`src/rtl/hdpldadapt_sr_tx_seq_if.sv`:
```
// hdpldadapt_sr_tx_seq_if: config, parallel data and serial outputs of the SR transmit sequencer
interface hdpldadapt_sr_tx_seq_if #(
    parameter logic [6:0] NUM_OF_PCS_CHAIN            = 7'd16,
    parameter logic [6:0] NUM_OF_HIP_CHAIN            = 7'd16,
    parameter logic [6:0] NUM_OF_RESERVED_CHAIN_SSRIN = 7'd5
);
    logic                                   transfer_en;
    logic                                   r_sr_hip_en;
    logic                                   r_sr_parity_en;
    logic                                   r_sr_reserbits_in_en;
    logic [NUM_OF_PCS_CHAIN-1:0]            pcs_data;
    logic [NUM_OF_HIP_CHAIN-1:0]            hip_data;
    logic [NUM_OF_RESERVED_CHAIN_SSRIN-1:0] rsv_data;
    logic                                   sr_loadout;
    logic                                   sr_dataout;
    logic                                   frame_done;
    logic [11:0]                            sr_seq_testbus;

    modport master (
        output transfer_en, r_sr_hip_en, r_sr_parity_en, r_sr_reserbits_in_en,
        output pcs_data, hip_data, rsv_data,
        input  sr_loadout, sr_dataout, frame_done, sr_seq_testbus
    );

    modport slave (
        input  transfer_en, r_sr_hip_en, r_sr_parity_en, r_sr_reserbits_in_en,
        input  pcs_data, hip_data, rsv_data,
        output sr_loadout, sr_dataout, frame_done, sr_seq_testbus
    );
endinterface

```
`src/rtl/hdpldadapt_sr_tx_seq.sv`:
```
// hdpldadapt_sr_tx_seq: serialises PCS/HIP/reserved words (plus optional parity) into LOAD/SHIFT frames
module hdpldadapt_sr_tx_seq #(
    parameter logic [6:0] NUM_OF_PCS_CHAIN            = 7'd16,
    parameter logic [6:0] NUM_OF_HIP_CHAIN            = 7'd16,
    parameter logic [6:0] NUM_OF_RESERVED_CHAIN_SSRIN = 7'd5
) (
    input logic                     clk,
    input logic                     rst,
    hdpldadapt_sr_tx_seq_if.slave   bus
);
    localparam int W = int'(NUM_OF_PCS_CHAIN) + int'(NUM_OF_HIP_CHAIN) + int'(NUM_OF_RESERVED_CHAIN_SSRIN) + 1;

    typedef enum logic [1:0] {IDLE = 2'b00, LOAD = 2'b01, SHIFT = 2'b10} state_t;

    state_t         state, nxt;
    logic [6:0]     bit_cnt, cnt_n, len, len_n;
    logic [W-1:0]   sreg, fv;
    logic           par_q, par_n, last;

    // Frame vector is packed LSB-first so the shift register simply drains bit 0 each SHIFT cycle
    always_comb begin
        par_n = ^bus.pcs_data ^ (bus.r_sr_hip_en & ^bus.hip_data) ^ (bus.r_sr_reserbits_in_en & ^bus.rsv_data);
        len_n = NUM_OF_PCS_CHAIN + (bus.r_sr_hip_en ? NUM_OF_HIP_CHAIN : 7'd0)
              + (bus.r_sr_reserbits_in_en ? NUM_OF_RESERVED_CHAIN_SSRIN : 7'd0)
              + (bus.r_sr_parity_en ? 7'd1 : 7'd0);
        fv = W'(bus.pcs_data);
        if (bus.r_sr_hip_en)
            fv = fv | (W'(bus.hip_data) << NUM_OF_PCS_CHAIN);
        if (bus.r_sr_reserbits_in_en)
            fv = fv | (W'(bus.rsv_data) << (bus.r_sr_hip_en ? NUM_OF_PCS_CHAIN + NUM_OF_HIP_CHAIN : NUM_OF_PCS_CHAIN));
        if (bus.r_sr_parity_en)
            fv = fv | (W'(par_n) << (len_n - 7'd1));
        last  = bit_cnt == len - 7'd1;
        nxt   = !bus.transfer_en ? IDLE :
                state == IDLE    ? LOAD :
                state == LOAD    ? SHIFT :
                state == SHIFT   ? (last ? LOAD : SHIFT) : IDLE;
        cnt_n = (state == SHIFT && nxt == SHIFT) ? bit_cnt + 7'd1 : 7'd0;
    end

    // Outputs are computed from the next state so they line up with the state they describe
    always_ff @(posedge clk or posedge rst) begin
        if (rst) begin
            state          <= IDLE;
            bit_cnt        <= '0;
            sreg           <= '0;
            len            <= '0;
            par_q          <= 1'b0;
            bus.sr_loadout <= 1'b1;
            bus.sr_dataout <= 1'b0;
            bus.frame_done <= 1'b0;
        end else begin
            state          <= nxt;
            bit_cnt        <= cnt_n;
            bus.sr_loadout <= nxt != SHIFT;
            bus.sr_dataout <= nxt == SHIFT && sreg[0];
            bus.frame_done <= nxt == SHIFT && cnt_n == len - 7'd1;
            if (nxt == LOAD) begin
                sreg  <= fv;
                len   <= len_n;
                par_q <= par_n;
            end else if (nxt == SHIFT) begin
                sreg  <= sreg >> 1;
            end
        end
    end

    assign bus.sr_seq_testbus = {bus.transfer_en, state, bus.frame_done, bit_cnt, par_q};
endmodule
```
`src/flat_wrapper.sv`:
```
// flat-port wrapper written by rule: the top's interface ports become plain ports
module hdpldadapt_sr_tx_seq_flat 
#(
    parameter logic [6:0] NUM_OF_PCS_CHAIN            = 7'd16,
    parameter logic [6:0] NUM_OF_HIP_CHAIN            = 7'd16,
    parameter logic [6:0] NUM_OF_RESERVED_CHAIN_SSRIN = 7'd5
)
  (clk, rst, bus_transfer_en, bus_r_sr_hip_en, bus_r_sr_parity_en, bus_r_sr_reserbits_in_en, bus_pcs_data, bus_hip_data, bus_rsv_data, bus_sr_loadout, bus_sr_dataout, bus_frame_done, bus_sr_seq_testbus);
  hdpldadapt_sr_tx_seq_if #(.NUM_OF_PCS_CHAIN(NUM_OF_PCS_CHAIN), .NUM_OF_HIP_CHAIN(NUM_OF_HIP_CHAIN), .NUM_OF_RESERVED_CHAIN_SSRIN(NUM_OF_RESERVED_CHAIN_SSRIN)) bus_i ();
  input logic clk;
  input logic rst;
  input wire logic [$bits(bus_i.transfer_en)-1:0] bus_transfer_en;
  input wire logic [$bits(bus_i.r_sr_hip_en)-1:0] bus_r_sr_hip_en;
  input wire logic [$bits(bus_i.r_sr_parity_en)-1:0] bus_r_sr_parity_en;
  input wire logic [$bits(bus_i.r_sr_reserbits_in_en)-1:0] bus_r_sr_reserbits_in_en;
  input wire logic [$bits(bus_i.pcs_data)-1:0] bus_pcs_data;
  input wire logic [$bits(bus_i.hip_data)-1:0] bus_hip_data;
  input wire logic [$bits(bus_i.rsv_data)-1:0] bus_rsv_data;
  output wire logic [$bits(bus_i.sr_loadout)-1:0] bus_sr_loadout;
  output wire logic [$bits(bus_i.sr_dataout)-1:0] bus_sr_dataout;
  output wire logic [$bits(bus_i.frame_done)-1:0] bus_frame_done;
  output wire logic [$bits(bus_i.sr_seq_testbus)-1:0] bus_sr_seq_testbus;
  assign bus_i.transfer_en = bus_transfer_en;
  assign bus_i.r_sr_hip_en = bus_r_sr_hip_en;
  assign bus_i.r_sr_parity_en = bus_r_sr_parity_en;
  assign bus_i.r_sr_reserbits_in_en = bus_r_sr_reserbits_in_en;
  assign bus_i.pcs_data = bus_pcs_data;
  assign bus_i.hip_data = bus_hip_data;
  assign bus_i.rsv_data = bus_rsv_data;
  assign bus_sr_loadout = bus_i.sr_loadout;
  assign bus_sr_dataout = bus_i.sr_dataout;
  assign bus_frame_done = bus_i.frame_done;
  assign bus_sr_seq_testbus = bus_i.sr_seq_testbus;
  hdpldadapt_sr_tx_seq #(.NUM_OF_PCS_CHAIN(NUM_OF_PCS_CHAIN), .NUM_OF_HIP_CHAIN(NUM_OF_HIP_CHAIN), .NUM_OF_RESERVED_CHAIN_SSRIN(NUM_OF_RESERVED_CHAIN_SSRIN)) u_core (.clk(clk), .rst(rst), .bus(bus_i));
endmodule
```
`config.mk`:
```
export PLATFORM = sky130hd
export DESIGN_NAME = hdpldadapt_sr_tx_seq_flat
export DESIGN_NICKNAME = d
export VERILOG_FILES = /design/src/rtl/hdpldadapt_sr_tx_seq_if.sv /design/src/rtl/hdpldadapt_sr_tx_seq.sv /design/src/flat_wrapper.sv
export SDC_FILE = /design/constraint.sdc
export NUM_CORES = 1
export LEC_CHECK = 0
export ABC_AREA = 0
export CAP_MARGIN = 20
export CORE_AREA = 2 2 90 92
export CTS_CLUSTER_SIZE = 25
export DETAILED_ROUTE_END_ITERATION = 12
export DIE_AREA = 0 0 92 94
export PLACE_DENSITY = 0.73
export SYNTH_ARGS = -nofsm -noshare
export SYNTH_HDL_FRONTEND = slang
export SYNTH_SLANG_ARGS = --single-unit
```
`constraint.sdc`:
```
create_clock -name clk -period 7.45 [get_ports clk]
set_input_delay 1.1175 -clock clk [delete_from_list [all_inputs] [get_ports clk]]
set_output_delay 1.1175 -clock clk [all_outputs]
set_load 0.03 [all_outputs]
```
* Yosys cells after proc, flatten, opt, wreduce, memory -nomap -nowiden
Index checks and enable logic that the tools add are counted.
Word-level totals: bits in registers 58, output and inout port bits 15, word-level logic and storage cells 53
Cells by class: $add $sub $neg 6, equality and inequality tests 7, shift operators 2, muxes and demuxes 15, bitwise gates (word level) 7, reduce and logical (&&, ||, !) cells 8
Operators with widths (count):
- $mux 38 | 4
- $or 38x38->38 | 2
- $shl 1x7->38 | 1
- $shl 5x7->38 | 1
- $mux 32 | 1
- $or 16x32->32 | 1
- $reduce_xor 16->1 | 2
- $add 7x7->7 | 2
- $eq 7x7->1 | 2
- $sub 7x1->7 const B | 2
- $mux 2 | 5
- $add 5x7->7 const A | 1
- $add 7x1->7 const B | 1
- $mux 7 | 1
- $mux 6 | 1
- $mux 5 | 1
- $reduce_xor 5->1 | 1
- $eq 2x1->1 const B | 2
- $eq 2x2->1 const B | 2
- $logic_and 1x1->1 | 3
- $mux 3 | 1
- $and 1x1->1 | 2
- $logic_not 2->1 | 1
- $ne 2x2->1 const B | 1
- 3 further kinds | 4

* Longest topological paths before layout
Gate-level depths: netlist of the first run.
word-level depth 12, gate-level depth with buffers 17

* Worst setup path after synthesis of the first run
Ideal clock, no wire load.
path type register to register, from register u_core.len[0], to register u_core.sreg[1], data arrival time 3.438 ns, required time 7.314 ns, path slack 3.876 ns, cell stages (with the launch flop) 18, path buffers 3, clock period less this slack 3.574 ns, path through dfrtp_1 -> clkbuf_1 -> inv_1 -> ha_1 -> ha_1 -> xor2_1 -> xnor2_1 -> nand4_1 -> o41ai_1 -> nor2_1 -> o21ai_0 -> ha_1 -> clkbuf_1 -> clkbuf_1 -> mux2i_1 -> nor2_1 -> a21oi_1 -> o31ai_1
On the way: cells in the longest elaborated chain, start to end 9, elaborated cells on any way between the ends 11
RTL lines:
- start, declared | line hdpldadapt_sr_tx_seq.sv:16 | logic [6:0] bit_cnt, cnt_n, len, len_n;
- start signal, assigned | line hdpldadapt_sr_tx_seq.sv:60 | len <= len_n;
- $sub 7x1->7 (*) | line hdpldadapt_sr_tx_seq.sv:33 | last = bit_cnt == len - 7'd1;
- $eq 7x7->1 (*) | line hdpldadapt_sr_tx_seq.sv:33
- $mux 2 (*) (2 in a row) | line hdpldadapt_sr_tx_seq.sv:37 | state == SHIFT ? (last ? LOAD : SHIFT) : IDLE;
- $mux 2 (*) | line hdpldadapt_sr_tx_seq.sv:36 | state == LOAD ? SHIFT :
- $mux 2 (*) | line hdpldadapt_sr_tx_seq.sv:35 | state == IDLE ? LOAD :
- $mux 2 (*) | line hdpldadapt_sr_tx_seq.sv:34 | nxt = !bus.transfer_en ? IDLE :
- $eq 2x1->1 or $eq 2x2->1 (tied branches) | line hdpldadapt_sr_tx_seq.sv:58, hdpldadapt_sr_tx_seq.sv:62
- $mux 38 or $reduce_bool 2->1 (tied branches)
- end signal, assigned | line hdpldadapt_sr_tx_seq.sv:59 | sreg <= fv;
- end signal, assigned | line hdpldadapt_sr_tx_seq.sv:63 | sreg <= sreg >> 1;
- end, declared | line hdpldadapt_sr_tx_seq.sv:17 | logic [W-1:0] sreg, fv;
Mark *: on every way between the ends. The rest lies on a longest branch, timed or not. A chain may end at the register's enable or synchronous reset.

* Worst setup path after layout of the first run
from register u_core.len[0], to register u_core.sreg[31]
The elaborated chain is that of the path after synthesis.

==> impl_metrics.toml, run 1 <==
[outcome]
run_status = "complete, no violations"

[clock_tree]
numClockSinks = 56
clk_root_buffer_cell = "clkbuf_8"
clock_slew_seen_by_the_registers_of_the_worst_setup_and_hold_paths_ns = 0.09
cts_hold_repair.buffers = 0
post_cts_resize_count = 0
buffer_depth_of_the_longest_clock_path = 2
clk_latency_ns = 0.30
post_cts_setup_bufs = 0
htreeDepth = 2
cts_buffers = 5
cts_tree = "built"

[critical_path]
critical_path.cell_chain = "inv_1, ha_1, ha_1, xor2_1, xnor2_1, nand4_1, o41ai_1, nor2_1, o21ai_0, ha_2, inv_1, nor2_1, a22oi_1, nor2_1, a21oi_1, o31ai_1"
cp_top_family = "adder cells"
timing.critical_path.buf_inv = 2
crit_path_frequent_cell = "nor2_1"
worst_ep_required_time_ns = 7.66
cp_data_arrival_time_ns = 5.25
critPathLaunchType = "flop"
timing.critical_path.fanout_max = 48
slowest_delay_ns = 0.89
cpMaxStageDelayCell = "ha_2"
crit_type = "reg -> reg"
endpoint_kind = "flop"

[logic_synthesis]
postSynth.topFlopCell = "dfrtp_1"
synth_edf_count = 0
post_synth.cell_area_avg_sq_um = 9.106
synth_nets = 459
synth_area_leader_cell = "dfrtp_1"
synth_most_common_cell = "dfrtp_1"
synth_top_cells_by_count = "55 x dfrtp_1, 43 x nor2_1, 32 x xnor2_1"
yosysUniqueCellTypes = 51
synthDominantCellAreaShare_pct = 37.14
post_synth_main_area_contributors = "dfrtp_1 37%, xnor2_1 7.6%, nor2_1 4.4%, mux2i_1 4.3%, xor2_1 4.0%"
synth_warnings = 0
syn-cell-area_sq_mm = 0.003706
synth.ff_latch_count = 56
postSynthCellCount = 407
synth_async_sr_flop_share_pct = 100.0
synth_sequential_area_ratio_pct = 37.85

[route]
met2WireLength_microns = 4119
drcViolationCount = 0
detailroute.wirelength.met3_microns = 299
drt_first_pass_iters = 5
met1Wirelength_microns = 3796
detailroute.via_count = 3076
topRoutingLayerUsed = "met4"
routed_wl_microns = 8306
avgViaCountPerCell = 5.613
average_wire_length_per_cell_after_detail_routing_microns = 15.16
dr.first_iter.drc_count = 208
drt.antenna.violating_nets = 0

[timing]
worst_pin_slew_ns = 1.009
hold_viol_final = 0
layout_worst_path_cycle_share_pct = 67.64
slew_viol_final = 0
period_minus_slack_ns = 5.039
slew_margin_rel_pct = 32.72
finalClockSkew_ns = 0.003580
final-setup-viol-count = 0
max_freq_ghz = 0.1984
tns_ns = 0
grt_setup_unrepaired = "false"

[placement]
place_hpwl_microns = 6084
routabilityCongestion = 0.8974
placed_area_sq_mm = 0.004305
place.port_buffers = 57

[pwr]
power.combinational.fraction_pct = 43.1
ir_worst_vdd_v = 0.0001401
power.net_switching_uw = 473.8
power_density_over_the_cells_mw_per_mm2 = 275.8
seqPwrFrac_pct = 39.6
p_int_uw = 748.6
swShare_pct = 38.76
clock_share_of_power_pct = 17.3
leakage_uw = 0.001798

[final_layout]
area_delta_synth_final_pct = 19.58
insertedDiodeCount = 0
design.final.nets = 497
num-fill-cells = 681
post-route-cell-area_sq_mm = 0.004432
area_of_the_multi_input_gates_sq_mm = 0.002126
seqCellArea_sq_mm = 0.001403
utilization_pct = 58.26
share_of_cells_above_drive_strength_1_pct = 5.381

[floorplan]
initial_utilization_pct = 48.72
chipHeight_microns = 94
core_region_area_sq_mm = 0.007607
rows = 32
die_area_sq_mm = 0.008648
die_w_microns = 92
design.portCount = 58

[global_route]
initial_antenna_violation_count = 0
gr-usage-all-layers_pct = 19.75
via_count_of_the_first_global_routing_pass = 2844
grt_start_max_net_pins = 57
first_pass_grt_wire_length_microns = 13820
overflow = 0

[run]
timing.max_cap.violations = 0

[worst_hold_path]
min_path_type = "reg -> reg"
==> sequential cells by signal, summed over array words and instances, names as in the netlist <==
name	cells
u_core.sreg	38
u_core.state	2
u_core.par_q	1
u_core.bit_cnt	7
u_core.len	5
u_core.bus.sr_dataout	1
u_core.bus.sr_loadout	1
u_core.bus.frame_done	1
==> cells by family (layout without fill, tap and decap cells) <==
logic type / Yosys count / count (layout) / synth area share, %
AO/OA/AOI/OAI: 102 / 102 / 18.91
AND/OR/NAND/NOR: 125 / 125 / 16.64
XOR/XNOR: 54 / 54 / 14.31
buffers and inverters: 45 / 84 / 4.929
adder cells (fa/ha/maj): 9 / 9 / 3.039
flip-flops: 56 / 56 / 37.85
multiplexers: 16 / 16 / 4.321
==> final timing paths <==
path	startpoint	endpoint	slack, ns	cells after the start
worst min-delay path	u_core.sreg[0]$_DFFE_PP0P_	u_core.sreg[0]$_DFFE_PP0P_	0.49	2
worst max register to register	u_core.len[0]$_DFFE_PP0N_	u_core.sreg[31]$_DFFE_PP0P_	2.41	16
worst max-delay path	u_core.len[0]$_DFFE_PP0N_	u_core.sreg[31]$_DFFE_PP0P_	2.41	16
max in group asynchronous	rst	u_core.sreg[37]$_DFFE_PP0P_	5.66	3
min in group asynchronous	rst	u_core.sreg[2]$_DFFE_PP0P_	1.33	3
worst min register to register	u_core.sreg[0]$_DFFE_PP0P_	u_core.sreg[0]$_DFFE_PP0P_	0.49	2
==> through the flow <==
| stage | power (uW) | hold slack [ns] | setup slack (ns) | std cells |
|---|---|---|---|---|
| 2_1_floorplan | 880.4 | 0.4450 | 3.876 | 407 |
| 3_3_place_gp | 996.4 | 0.4616 | 2.641 | 540 |
| 3_5_place_dp | 1012 | 0.4650 | 2.499 | 540 |
| 4_1_cts | 1225 | 0.4890 | 2.425 | 548 |
| 5_1_grt | 1310 | 0.5066 | 1.757 | 548 |
| 6_report | 1222 | 0.4895 | 2.411 | 548 |
==> worst reg2reg max path, cell delays in order, from the launching register on <==
cell     delay [ns]
dfrtp_1        0.48
inv_1          0.10
ha_1           0.22
ha_1           0.19
xor2_1         0.22
xnor2_1        0.15
nand4_1        0.09
o41ai_1        0.49
nor2_1         0.10
o21ai_0        0.19
ha_2           0.89
inv_1          0.63
nor2_1         0.76
a22oi_1        0.15
nor2_1         0.14
a21oi_1        0.06
o31ai_1        0.09
==> power groups by stage <==
stage	Clock (uW)	Sequential, uW	Combinational, uW
after CTS	215	482	527
after floorplan	0	467	413
after global placement	0	483	513
final	212	484	527
after global routing	230	497	583
after detailed placement	0	486	526
==> area by class of cell <==
cell class | count | area share [%]
Clock buffer | 7 | 2.174
Inverter | 17 | 1.440
Timing Repair Buffer | 59 | 13.21
Sequential cell | 56 | 31.65
Clock inverter | 1 | 0.6776
Tap cell | 102 | 2.880
Multi-Input combinational cell | 306 | 47.97
==> routing by layer <==
metal | GRT usage, % | up-vias
met4 | 4.726 | 0
met3 | 2.889 | 8
met5 | 0 | -
li1 | - | 1523
met2 | 33.82 | 80
met1 | 26.54 | 1465
==> placed cells by master (no fill, tap or decap), types with 2 or more instances in the layout <==
master           instances
nor2b_1                  4
clkbuf_8                 7
xnor3_1                  2
nor2_1                  43
inv_1                   16
o41ai_2                  2
xnor2_1                 32
a22oi_1                 12
nand3_1                 16
mux2i_1                 16
o21ai_0                 26
nand2b_1                 3
clkdlybuf4s50_1         57
ha_1                     7
nand3b_1                 3
nand2_1                 29
xor2_1                  17
o22ai_1                  3
a221o_1                  3
or3b_2                   3
a221oi_1                 9
a21oi_1                 22
nand4b_1                 2
or4_1                    2
buf_4                    2
o31ai_1                  7
o221ai_1                 7
nor3b_1                  3
or3_1                    3
o311a_1                  4
ha_2                     2
or3b_1                   2
dfrtp_1                 55
nor3_1                   6
Note: power is estimated with default switching activity, not from simulation.
==> run 2, diff against run 1 <==
==> constraint.sdc (replaced) <==
create_clock -name clk -period 5.1 [get_ports clk]
set_input_delay 0.765 -clock clk [delete_from_list [all_inputs] [get_ports clk]]
set_output_delay 0.765 -clock clk [all_outputs]
set_load 0.03 [all_outputs]
==> run 2 against run 1 <==
Net effect: routed wire length increased by 4.8%; sequential power increased by 46%; clock power increased by 50%; global-route usage increased by 1.3 points; final cell count increased by 0.36%; critical path type unchanged; via count increased by 1.1%; first-iteration DRC count decreased by 6.3%; non-clock buffer count increased by 2; clock skew increased by 0.0053 ns; flip-flop and latch count unchanged; highest routed layer unchanged; combinational power increased by 48%.
==> impl_metrics.toml, run 2 (synthesis results as in run 1) <==
[outcome]
run_status = "complete, no violations"

[route]
detailroute.via_count = 3110
average_wire_length_per_cell_after_detail_routing_microns = 15.82
drt.antenna.violating_nets = 0
drcViolationCount = 0
drt_first_pass_iters = 4
dr.first_iter.drc_count = 195
avgViaCountPerCell = 5.655
routed_wl_microns = 8703

[timing]
layout_worst_path_cycle_share_pct = 79.24
hold_viol_final = 0
tns_ns = 0
finalClockSkew_ns = 0.008849
worst_pin_slew_ns = 0.8357
grt_setup_unrepaired = "false"
final-setup-viol-count = 0
slew_margin_rel_pct = 44.29
period_minus_slack_ns = 4.041
max_freq_ghz = 0.2474
slew_viol_final = 0

[final_layout]
final_cell_mix = "57 x clkdlybuf4s50_1, 55 x dfrtp_1, 43 x nor2_1"
share_of_cells_above_drive_strength_1_pct = 5.804
largestRegisters = "u_core.sreg x38, u_core.bit_cnt x7, u_core.len x5"
design.final.nets = 499
layout.cells.most_common = "clkdlybuf4s50_1"
insertedDiodeCount = 0
largest_register_ffs = 38
largest_register = "u_core.sreg"
area_delta_synth_final_pct = 19.99

[pwr]
ir_worst_vdd_v = 0.0001804
power_density_over_the_cells_mw_per_mm2 = 406.1
p_total_uw = 1806
leakage_uw = 0.001808

[placement]
place.port_buffers = 57
routabilityCongestion = 0.8877
place_hpwl_microns = 6291

[critical_path]
timing.critical_path.buf_inv = 2
cp_top_family = "simple AND/OR/NAND/NOR gates"
critical_path.cell_chain = "inv_1, ha_1, ha_1, xor2_1, xnor2_1, nand4_1, o41ai_1, nor2_1, o21ai_0, ha_2, inv_1, nor2_1, a22oi_1, nor2_1, a21oi_1, o31ai_1"
cp_data_arrival_time_ns = 4.25
crit_type = "reg -> reg"
slowest_delay_ns = 0.76
endpoint_kind = "flop"
worst_ep_required_time_ns = 5.31
timing.critical_path.fanout_max = 24
cpMaxStageDelayCell = "nor2_1"
critPathLaunchType = "flop"
crit_path_frequent_cell = "nor2_1"

[clock_tree]
cts_buffers = 5
buffer_depth_of_the_longest_clock_path = 2
clk_root_buffer_cell = "clkbuf_8"
cts_tree = "built"
clock_slew_seen_by_the_registers_of_the_worst_setup_and_hold_paths_ns = 0.10
clk_latency_ns = 0.31
post_cts_setup_bufs = 0
post_cts_resize_count = 0
cts_hold_repair.buffers = 0
numClockSinks = 56
htreeDepth = 2

[worst_hold_path]
min_path_type = "reg -> reg"

[run]
timing.max_cap.violations = 0

[floorplan]
die_w_microns = 92
design.portCount = 58
initial_utilization_pct = 48.72
core_region_area_sq_mm = 0.007607
die_area_sq_mm = 0.008648
rows = 32
chipHeight_microns = 94

[global_route]
overflow = 0
via_count_of_the_first_global_routing_pass = 2964
grt_start_max_net_pins = 57
gr-usage-all-layers_pct = 21.05
initial_antenna_violation_count = 0
first_pass_grt_wire_length_microns = 14510
==> run 2: worst min-delay path: cells and delay by family, from the launching register on <==
family / cells / cell delay [ns]
simple gates: 2 / 0.11
flops: 1 / 0.36
==> run 2: path summary, 6_finish.rpt <==
| check | slack [ns] | end | start | cells past startpoint |
|---|---|---|---|---|
| min in group asynchronous | 0.97 | u_core.sreg[4]$_DFFE_PP0P_ | rst | 3 |
| max | 1.06 | u_core.sreg[31]$_DFFE_PP0P_ | u_core.len[0]$_DFFE_PP0N_ | 16 |
| max in group asynchronous | 3.64 | u_core.sreg[21]$_DFFE_PP0P_ | rst | 3 |
| max reg2reg | 1.06 | u_core.sreg[31]$_DFFE_PP0P_ | u_core.len[0]$_DFFE_PP0N_ | 16 |
| min | 0.49 | u_core.par_q$_DFFE_PP0N_ | u_core.par_q$_DFFE_PP0N_ | 2 |
| min reg2reg | 0.49 | u_core.par_q$_DFFE_PP0N_ | u_core.par_q$_DFFE_PP0N_ | 2 |
==> run 2: metrics by stage <==
| stage | instance area, sq um | util, % | instances | setup slack (ns) | hold WS, ns |
|---|---|---|---|---|---|
| after floorplan | 3706 | - | 407 | 1.526 | 0.4450 |
| after global placement | 4313 | 56.69 | 541 | 1.227 | 0.4581 |
| after detailed placement | 4313 | 56.69 | 541 | 1.096 | 0.4743 |
| after CTS | 4439 | 58.36 | 549 | 1.066 | 0.4953 |
| after global routing | 4447 | 58.45 | 550 | 0.6639 | 0.5103 |
| final | 4447 | 58.45 | 550 | 1.059 | 0.4933 |
==> run 2: final cells by class <==
class	count	area [sq um]
well taps	102	127.6
clock buffers	7	96.34
flip-flops and latches	56	1403
repair buffers	61	600.6
inverters	17	63.81
clock inverters	1	30.03
multi-input cells	306	2126
fillers	682	3161
==> run 2: power breakdown <==
part / switching, uW / internal (uW)
registers: 109 / 595
logic: 450 / 333
clock network: 145 / 174
==> run 2: metal layers <==
| metal | vias up | global-route usage (%) | wire, microns | part of all wire [%] |
|---|---|---|---|---|
| met4 | 0 | 6.343 | 137 | 1.6 |
| met3 | 14 | 3.531 | 291 | 3.3 |
| met2 | 67 | 35.78 | 4341 | 50 |
| met5 | - | 0 | 0 | 0 |
| met1 | 1502 | 27.66 | 3932 | 45 |
| li1 | 1527 | - | - | - |
==> run 3, diff against run 2 <==
==> constraint.sdc (replaced) <==
create_clock -name clk -period 3.95 [get_ports clk]
set_input_delay 0.5925 -clock clk [delete_from_list [all_inputs] [get_ports clk]]
set_output_delay 0.5925 -clock clk [all_outputs]
set_load 0.03 [all_outputs]
==> run 3 against run 2 <==
Net effect: final cell count increased by 1.3%; clock power increased by 6%; power increased by 28%; largest power group unchanged; critical endpoint is now u_core.bus.frame_done$_DFF_PP0_; first-iteration DRC count decreased by 1.5%; setup slack got worse by 0.77 ns; routed wire length increased by 6.4%; sequential power increased by 30%.
==> impl_metrics.toml, run 3 (synthesis results as in run 1) <==
[route]
drt.antenna.violating_nets = 0
detailroute.via_count = 3222
avgViaCountPerCell = 5.785
dr.first_iter.drc_count = 192
drcViolationCount = 0
average_wire_length_per_cell_after_detail_routing_microns = 16.62
drt_first_pass_iters = 5
routed_wl_microns = 9260

[timing]
final-setup-viol-count = 0
hold_slack_ns = 0.4905
period_minus_slack_ns = 3.661
slew_margin_rel_pct = 50.89
max_freq_ghz = 0.2732
hold_viol_final = 0
finalClockSkew_ns = 0.01117
slew_viol_final = 0
layout_worst_path_cycle_share_pct = 92.68
worst_pin_slew_ns = 0.7367

[final_layout]
design.final.nets = 506
share_of_cells_above_drive_strength_1_pct = 7.692
seqCellArea_sq_mm = 0.001404
num-fill-cells = 677
area_delta_synth_final_pct = 21.27
largestRegisters = "u_core.sreg x38, u_core.bit_cnt x7, u_core.len x5"
final_cell_mix = "57 x clkdlybuf4s50_1, 54 x dfrtp_1, 43 x nor2_1"
area_of_the_multi_input_gates_sq_mm = 0.002148
insertedDiodeCount = 0
layout.cells.most_common = "clkdlybuf4s50_1"
layout.cells.non_filler = 557
largest_register_ffs = 38
largest_register = "u_core.sreg"

[floorplan]
core_region_area_sq_mm = 0.007607
rows = 32
design.portCount = 58
chipHeight_microns = 94
die_w_microns = 92
initial_utilization_pct = 48.72
die_area_sq_mm = 0.008648

[clock_tree]
clock_slew_seen_by_the_registers_of_the_worst_setup_and_hold_paths_ns = 0.10
cts_tree = "built"
buffer_depth_of_the_longest_clock_path = 2
htreeDepth = 2
clk_root_buffer_cell = "clkbuf_8"
post_cts_resize_count = 0
post_cts_setup_bufs = 0
cts_buffers = 5
numClockSinks = 56
cts_hold_repair.buffers = 0
clk_latency_ns = 0.32

[global_route]
gr-usage-all-layers_pct = 22.76
initial_antenna_violation_count = 0
via_count_of_the_first_global_routing_pass = 3180
overflow = 0
grt_start_max_net_pins = 57
first_pass_grt_wire_length_microns = 15730

[critical_path]
worst_ep_required_time_ns = 4.13
crit_type = "reg -> reg"
endpoint_kind = "flop"
timing.critical_path.fanout_max = 11
cp_data_arrival_time_ns = 3.84
critPathLaunchType = "flop"

[pwr]
ir_worst_vdd_v = 0.0002552
p_total_uw = 2314
leakage_uw = 0.001826
power_density_over_the_cells_mw_per_mm2 = 514.8

[placement]
placed_cells = 549
place_hpwl_microns = 6978
routabilityCongestion = 0.9336
place.port_buffers = 57

[worst_hold_path]
min_path_type = "reg -> reg"

[outcome]
run_status = "complete, no violations"

[run]
timing.max_cap.violations = 0
[run 3: worst paths after layout]
kind,from,to,slack (ns),cells after the start
worst min-delay path,u_core.par_q$_DFFE_PP0N_,u_core.par_q$_DFFE_PP0N_,0.49,2
worst max-delay path,u_core.len[0]$_DFFE_PP0N_,u_core.bus.frame_done$_DFF_PP0_,0.29,14
worst max register to register,u_core.len[0]$_DFFE_PP0N_,u_core.bus.frame_done$_DFF_PP0_,0.29,14
min in group asynchronous,rst,u_core.bus.sr_dataout$_DFF_PP0_,0.77,3
max in group asynchronous,rst,u_core.len[0]$_DFFE_PP0N_,2.66,3
worst min register to register,u_core.par_q$_DFFE_PP0N_,u_core.par_q$_DFFE_PP0N_,0.49,2
[run 3: final cells by class]
cell class | count | share of cell area, %
multi-input cells | 306 | 47.80
flip-flops and latches | 56 | 31.24
repair buffers | 68 | 14.62
well taps | 102 | 2.840
clock buffers | 7 | 1.921
inverters | 17 | 1.420
clock inverters | 1 | 0.1670
[run 3: critical path: stages (launching register included)]
cell and delay [ns]:
dfrtp_2 0.44, inv_1 0.09, ha_1 0.22, ha_1 0.20, xor2_1 0.23, xnor2_1 0.16
nand4_1 0.11, o41ai_2 0.42, nor2_1 0.11, o21a_1 0.23, ha_4 0.18, nand3b_1 0.31
a21oi_1 0.06, or3_1 0.31, a2111oi_0 0.46
[run 3: metal layers]
layer	part of all wire, %	vias to the layer above	GRT usage (%)
met3	5.7	14	2.889
met4	1.6	0	5.721
met5	0	-	0
li1	-	1544	-
met1	43	1535	30.58
met2	50	129	39.15
[run 3: report_power, final]
group	internal, uW	switching (uW)	leakage (uW)	total [uW]
combinational	452	612	0.00107	1060
clock	143	193	0.0000445	337
sequential	769	144	0.000715	913
total	1360	949	0.00183	2310
[run 3: through the flow]
stage / setup TNS (ns) / area [sq um] / setup WS, ns / util (%)
2_1_floorplan: 0 / 3706 / 0.3759 / -
3_3_place_gp: 0 / 4373 / 0.3273 / 57.48
3_5_place_dp: 0 / 4373 / 0.1770 / 57.48
4_1_cts: 0 / 4467 / 0.1537 / 58.72
5_1_grt: -0.01182 / 4494 / -0.009496 / 59.08
6_report: 0 / 4494 / 0.2891 / 59.08
